--- config.mk ---
export PLATFORM = sky130hd
export DESIGN_NAME = rect_motion_ctl
export DESIGN_NICKNAME = d
export VERILOG_FILES = /design/src/rtl/rect_motion_ctl.sv
export SDC_FILE = /design/constraint.sdc
export NUM_CORES = 1
export LEC_CHECK = 0
export ABC_AREA = 1
export CORE_MARGIN = 4
export CORE_UTILIZATION = 59
export CTS_BUF_LIST = sky130_fd_sc_hd__clkbuf_16
export DETAILED_ROUTE_END_ITERATION = 8
export PLACE_DENSITY_LB_ADDON = 0.05
export SLEW_MARGIN = 20
export SYNTH_ARGS = -nofsm -noshare
export SYNTH_HDL_FRONTEND = slang
export SYNTH_SLANG_ARGS = --single-unit
--- constraint.sdc ---
create_clock -name clk -period 4.5 [get_ports clk]
set_input_delay 0.9 -clock clk [delete_from_list [all_inputs] [get_ports clk]]
set_output_delay 0.9 -clock clk [all_outputs]
set_load 0.1 [all_outputs]
--- src/rtl/rect_motion_ctl.sv ---
// Frame-synchronous drop/bounce controller producing the rectangle's ypos.
// Position and velocity move only on the vblnk rising edge, so the drawn frame never tears.
module rect_motion_ctl #(
  parameter int unsigned Y_FLOOR = 535,
  parameter int unsigned ACCEL   = 1,
  parameter int unsigned VEL_MIN = 2,
  parameter int unsigned VEL_MAX = 31
) (
  input  logic        clk,
  input  logic        rst_n,
  input  logic        vblnk,
  input  logic        start,
  input  logic        stop,
  input  logic [11:0] y_init,
  output logic [11:0] ypos,
  output logic        busy,
  output logic        done
);

  typedef enum logic [1:0] {IDLE, FALL, RISE, DONE} state_e;

  localparam logic [12:0] FLOOR13 = 13'(Y_FLOOR);
  localparam logic [11:0] FLOOR12 = 12'(Y_FLOOR);
  localparam logic [12:0] ACC13   = 13'(ACCEL);
  localparam logic [11:0] ACC12   = 12'(ACCEL);
  localparam logic [12:0] VMIN13  = 13'(VEL_MIN);
  localparam logic [12:0] VMAX13  = 13'(VEL_MAX);

  state_e      state_q, state_d;
  logic [11:0] ypos_q, ypos_d;
  logic [11:0] vel_q, vel_d;
  logic        vblnk_d_q, vblnk_d_d;
  logic        done_q, done_d;

  logic        tick;
  logic [12:0] v_inc, v_sat, y_sum, v_half, y_init13;
  logic [11:0] vel_dec;

  always_comb begin
    vblnk_d_d = vblnk;
    tick      = vblnk & ~vblnk_d_q;
    state_d   = state_q;
    ypos_d    = ypos_q;
    vel_d     = vel_q;
    done_d    = 1'b0;

    // 13-bit sums keep the floor comparison free of wraparound
    y_init13 = {1'b0, y_init};
    v_inc    = {1'b0, vel_q} + ACC13;
    v_sat    = (v_inc > VMAX13) ? VMAX13 : v_inc;
    y_sum    = {1'b0, ypos_q} + v_sat;
    v_half   = v_sat >> 1;
    vel_dec  = (vel_q > ACC12) ? (vel_q - ACC12) : 12'd0;

    if (stop) begin
      state_d = IDLE;
      vel_d   = 12'd0;
    end else begin
      case (state_q)
        IDLE, DONE: begin
          // a tick coincident with start is dropped; motion begins next frame
          if (start) begin
            ypos_d  = (y_init13 > FLOOR13) ? FLOOR12 : y_init;
            vel_d   = 12'd0;
            state_d = FALL;
          end
        end
        FALL: begin
          if (tick) begin
            if (y_sum < FLOOR13) begin
              ypos_d = y_sum[11:0];
              vel_d  = v_sat[11:0];
            end else begin
              ypos_d = FLOOR12;
              if (v_half >= VMIN13) begin
                vel_d   = v_half[11:0];
                state_d = RISE;
              end else begin
                vel_d   = 12'd0;
                state_d = DONE;
                done_d  = 1'b1;
              end
            end
          end
        end
        RISE: begin
          if (tick) begin
            if (vel_q > ypos_q) begin
              ypos_d  = 12'd0;
              vel_d   = 12'd0;
              state_d = FALL;
            end else begin
              ypos_d = ypos_q - vel_q;
              vel_d  = vel_dec;
              if (vel_dec == 12'd0) state_d = FALL;
            end
          end
        end
        default: state_d = IDLE;
      endcase
    end
  end

  always_ff @(posedge clk or negedge rst_n) begin
    if (!rst_n) begin
      state_q   <= IDLE;
      ypos_q    <= 12'd0;
      vel_q     <= 12'd0;
      vblnk_d_q <= 1'b0;
      done_q    <= 1'b0;
    end else begin
      state_q   <= state_d;
      ypos_q    <= ypos_d;
      vel_q     <= vel_d;
      vblnk_d_q <= vblnk_d_d;
      done_q    <= done_d;
    end
  end

  assign ypos = ypos_q;
  assign busy = (state_q == FALL) || (state_q == RISE);
  assign done = done_q;

endmodule

==> flow_summary_export.csv <==
group,metric,value,unit
cells_and_area,finish.net_count,604,
synthesis,synth_seq_area_share,0.214,
sta,finClkSkew,0.00494,ns
critical_path,largest_delay_contributor_family_on_the_critical_path,"simple AND/OR/NAND/NOR gates",
hold_path,worstHoldPathType,"register to register",
cells_and_area,flow.area_growth_from_synthesis,14.0,%
pwr,leakagePower,1.95,nW
clocking,cts-htree-levels,1,
route,drc_marker_count_from_the_first_detailed_route_iteration,388,
clocking,post-cts-setup-buffer-count,0,
synthesis,syn_avg_cell_area,6.29,µm²
cells_and_area,final-instance-count-excl-fill,623,
hold_path,min-delay-start,"state_q[0]$_DFFE_PN0P_",
critical_path,cpMostUsedCell,"sky130_fd_sc_hd__nand3_1",
sta,fin_setup_tns,0,ns
route,postRouteAntennaNets,0,
critical_path,cp_data_arrival_time,4.03,ns
sta,post-route-worst-setup-slack,0.622,ns
floorplan,die_area,6800,µm²
cells_and_area,drive_gt1_frac,0.0344,
run_status,run_status,"finished, final reports clean",
route,drt_wl_total,9510,µm
pwr,total_power,2.70,mW
critical_path,timing.rr.start,"vel_q[1]$_DFFE_PN0P_",
critical_path,crit_start,"vel_q[1]$_DFFE_PN0P_",
hold_path,holdPathStages,2,
floorplan,chipHeight,82.4,µm
floorplan,initial_core_util,0.624,
global_routing,grt_overflow_total,0,
route,met1Wirelength,4290,µm
placement,globalplace.congestion,0.965,
cells_and_area,seq_cell_area,701,µm²
global_routing,groute.usage.overall,0.301,
sta,setup-violations-final,0,
critical_path,worst_r2r_path_depth,23,
critical_path,worstPathRequired,4.65,ns
clocking,tritoncts,"yes",
critical_path,crit_slowest_cell,"sky130_fd_sc_hd__dfrtp_1",
route,via_count,3587,
synthesis,syn-cell-area,3270,µm²
clocking,cts-hold-fix-buffers,0,
global_routing,first_pass_grt_wire_length,15800,µm
run,max_cap_viol_count,0,
route,routedWlPerCell,15.3,µm
clocking,clk_latency,0.27,ns
sta,timing.final.crit_share,0.862,
sta,hold_ws,0.524,ns
synthesis,syn-instance-count,520,
route,top_layer,"met4",
route,routed_via_density,5.76,
critical_path,crit_cells,23,
cells_and_area,postLayoutCoreUtil,0.712,
pwr,vdd.ir_drop.worst,0.000659,V
route,met3_wirelength,784,µm
clocking,cts_inserted_buffers,3,
cells_and_area,multiInputGateArea,2290,µm²
global_routing,pin_count_of_the_biggest_net_entering_global_routing,18,
synthesis,synth_edf_count,0,
critical_path,worst_path_largest_cell_delay,0.46,ns
sta,hold_viol_final,0,
pwr,power_density,724,nW/µm²
synthesis,yosys_register_bits,28,
sta,tightestPinTransition,0.983,ns
clocking,cts_sinks,28,
sta,final_period_minus_worst_setup_slack,3.88,ns
critical_path,setup.worst_path.class,"register to register",
synthesis,synth_flop_cell,"sky130_fd_sc_hd__dfrtp_1",
cells_and_area,antennaDiodeCount,0,
clocking,max-clock-path-buffers,2,
critical_path,endpoint_kind,"register",
floorplan,core.rowCount,26,
placement,io_buf_count,30,
placement,placedInstanceArea,3650,µm²
clocking,post_cts_resized,0,
sta,rsz0062_at_grt,"false",
floorplan,floorplan.io_pins,31,
floorplan,core_area,5240,µm²
critical_path,crit_path_cells,"ha_1 -> nand3_1 -> inv_1 -> nand3_1 -> xor2_1 -> nand3b_1 -> nor2_1 -> nand2_1 -> ha_1 -> fa_1 -> nand3_1 -> nand3_1 -> nand2_1 -> nand2_1 -> nand3_1 -> nand2_1 -> nand2_1 -> nand2_1 -> inv_1 -> nand3_4 -> or2_0 -> nand3_1 -> nand3_1",
global_routing,vias_in_the_first_global_route,3329,
placement,dp_hpwl,7590,µm
critical_path,crit_buf_inv,2,
placement,dp_cells,619,
cells_and_area,layout.cell_area.non_filler,3730,µm²
sta,timing.max_slew.rel_slack,0.342,
synthesis,synth_cell_type_count,38,
global_routing,number_of_antenna_violations_at_the_first_check_in_global_routing,0,
route,dr.pass1.iters,5,
sta,fmaxAchievable,0.258,GHz
clocking,clkTransAtPathRegs,0.07,ns
cells_and_area,fillers,438,
floorplan,die_x,82.4,µm
route,post_route_drc,0,
sta,finalMaxSlewViolations,0,
placement,place_ws,0.730,ns
critical_path,worst-path-max-fanout,8,
synthesis,ys_warn_count,0,
route,dr_wl_met2,4200,µm
synthesis,synth_async_reset_ratio,1.00,
clocking,clock_tree_root_driver_cell,"sky130_fd_sc_hd__clkbuf_16",
critical_path,worst_setup_path_start_kind,"register",
## logic make-up (layout without fill, tap and decap cells)
| logic type | count (synthesis) | after routing | synth area share |
|---|---|---|---|
| other | 1 | 7 | 0.00115 |
| adders and majority gates | 33 | 33 | 0.131 |
| and+or+nand+nor | 306 | 306 | 0.417 |
| AOI/OAI and AO/OA | 57 | 57 | 0.101 |
| xor gates and xnor gates | 16 | 16 | 0.0429 |
| buffers and inverters | 79 | 106 | 0.0922 |
| DFF | 28 | 28 | 0.214 |
## flip-flops by register name (all words and copies together) (netlist names)
name,cells
ypos,12
vel_q,12
vblnk_d_q,1
done,1
state_q,2
## placed cells by master (no fill, tap or decap), drive strengths merged
| cell | count |
|---|---|
| a31oi | 2 |
| nand3b | 4 |
| nor4 | 1 |
| o31ai | 2 |
| nand2 | 154 |
| o2111ai | 2 |
| inv | 70 |
| xor2 | 13 |
| o211ai | 1 |
| xnor2 | 3 |
| buf | 2 |
| clkinv | 2 |
| a21oi | 18 |
| ha | 31 |
| clkdlybuf4s50 | 29 |
| o21a | 1 |
| or2 | 3 |
| fa | 2 |
| nand3 | 62 |
| dfrtp | 28 |
| clkbuf | 3 |
| conb | 7 |
| o21bai | 2 |
| nor3 | 8 |
| nand4 | 22 |
| nor2 | 52 |
| a211oi | 1 |
| o22ai | 7 |
| a21o | 1 |
| o21ai | 20 |
## layer usage
| metal | vias up | GRT usage |
|---|---|---|
| li1 | 1781 | - |
| met1 | 1599 | 0.414 |
| met2 | 187 | 0.491 |
| met3 | 20 | 0.0401 |
| met4 | 0 | 0.0880 |
| met5 | - | 0 |
## tightest hold or removal path, delay by kind of cell (launching register included)
family | cells | cell delay (ns)
flops | 1 | 0.37
simple gates | 1 | 0.06
compound gates | 1 | 0.06
## final cells by class
class	instances	share of cell area
multi-input combinational	419	0.614
tap	70	0.0235
inverter	71	0.0715
clock inverter	1	0.00101
timing repair buffer	31	0.0819
clock buffer	3	0.0201
sequential	28	0.188
## report_power, final
group	switching (mW)	internal [mW]	total (mW)
sequential	0.0942	0.311	0.405
combinational	1.46	0.623	2.08
clock	0.0924	0.120	0.212
## cells in the mapped netlist, drive strengths merged, types with 4 or more instances
| master | instances | area [µm²] |
|---|---|---|
| dfrtp | 28 | 701 |
| nor3 | 8 | 40.0 |
| nand3b | 4 | 30.0 |
| nand3 | 62 | 323 |
| o22ai | 7 | 43.8 |
| nand4 | 22 | 138 |
| ha | 31 | 388 |
| xor2 | 13 | 114 |
| buf | 5 | 23.8 |
| nor2 | 52 | 223 |
| a21oi | 18 | 97.6 |
| inv | 70 | 263 |
| o21ai | 20 | 100 |
| nand2 | 154 | 586 |
## path summary, 6_finish.rpt
kind	endpoint	slack [ns]
hold reg to reg	state_q[0]$_DFFE_PN0P_	0.52
max in group asynchronous	vel_q[6]$_DFFE_PN0P_	2.70
hold / removal	state_q[0]$_DFFE_PN0P_	0.52
min in group asynchronous	ypos[2]$_DFFE_PN0P_	1.11
setup reg to reg	vel_q[0]$_DFFE_PN0P_	0.62
setup / recovery	vel_q[0]$_DFFE_PN0P_	0.62
No activity file was read; power rests on OpenSTA's default activity.
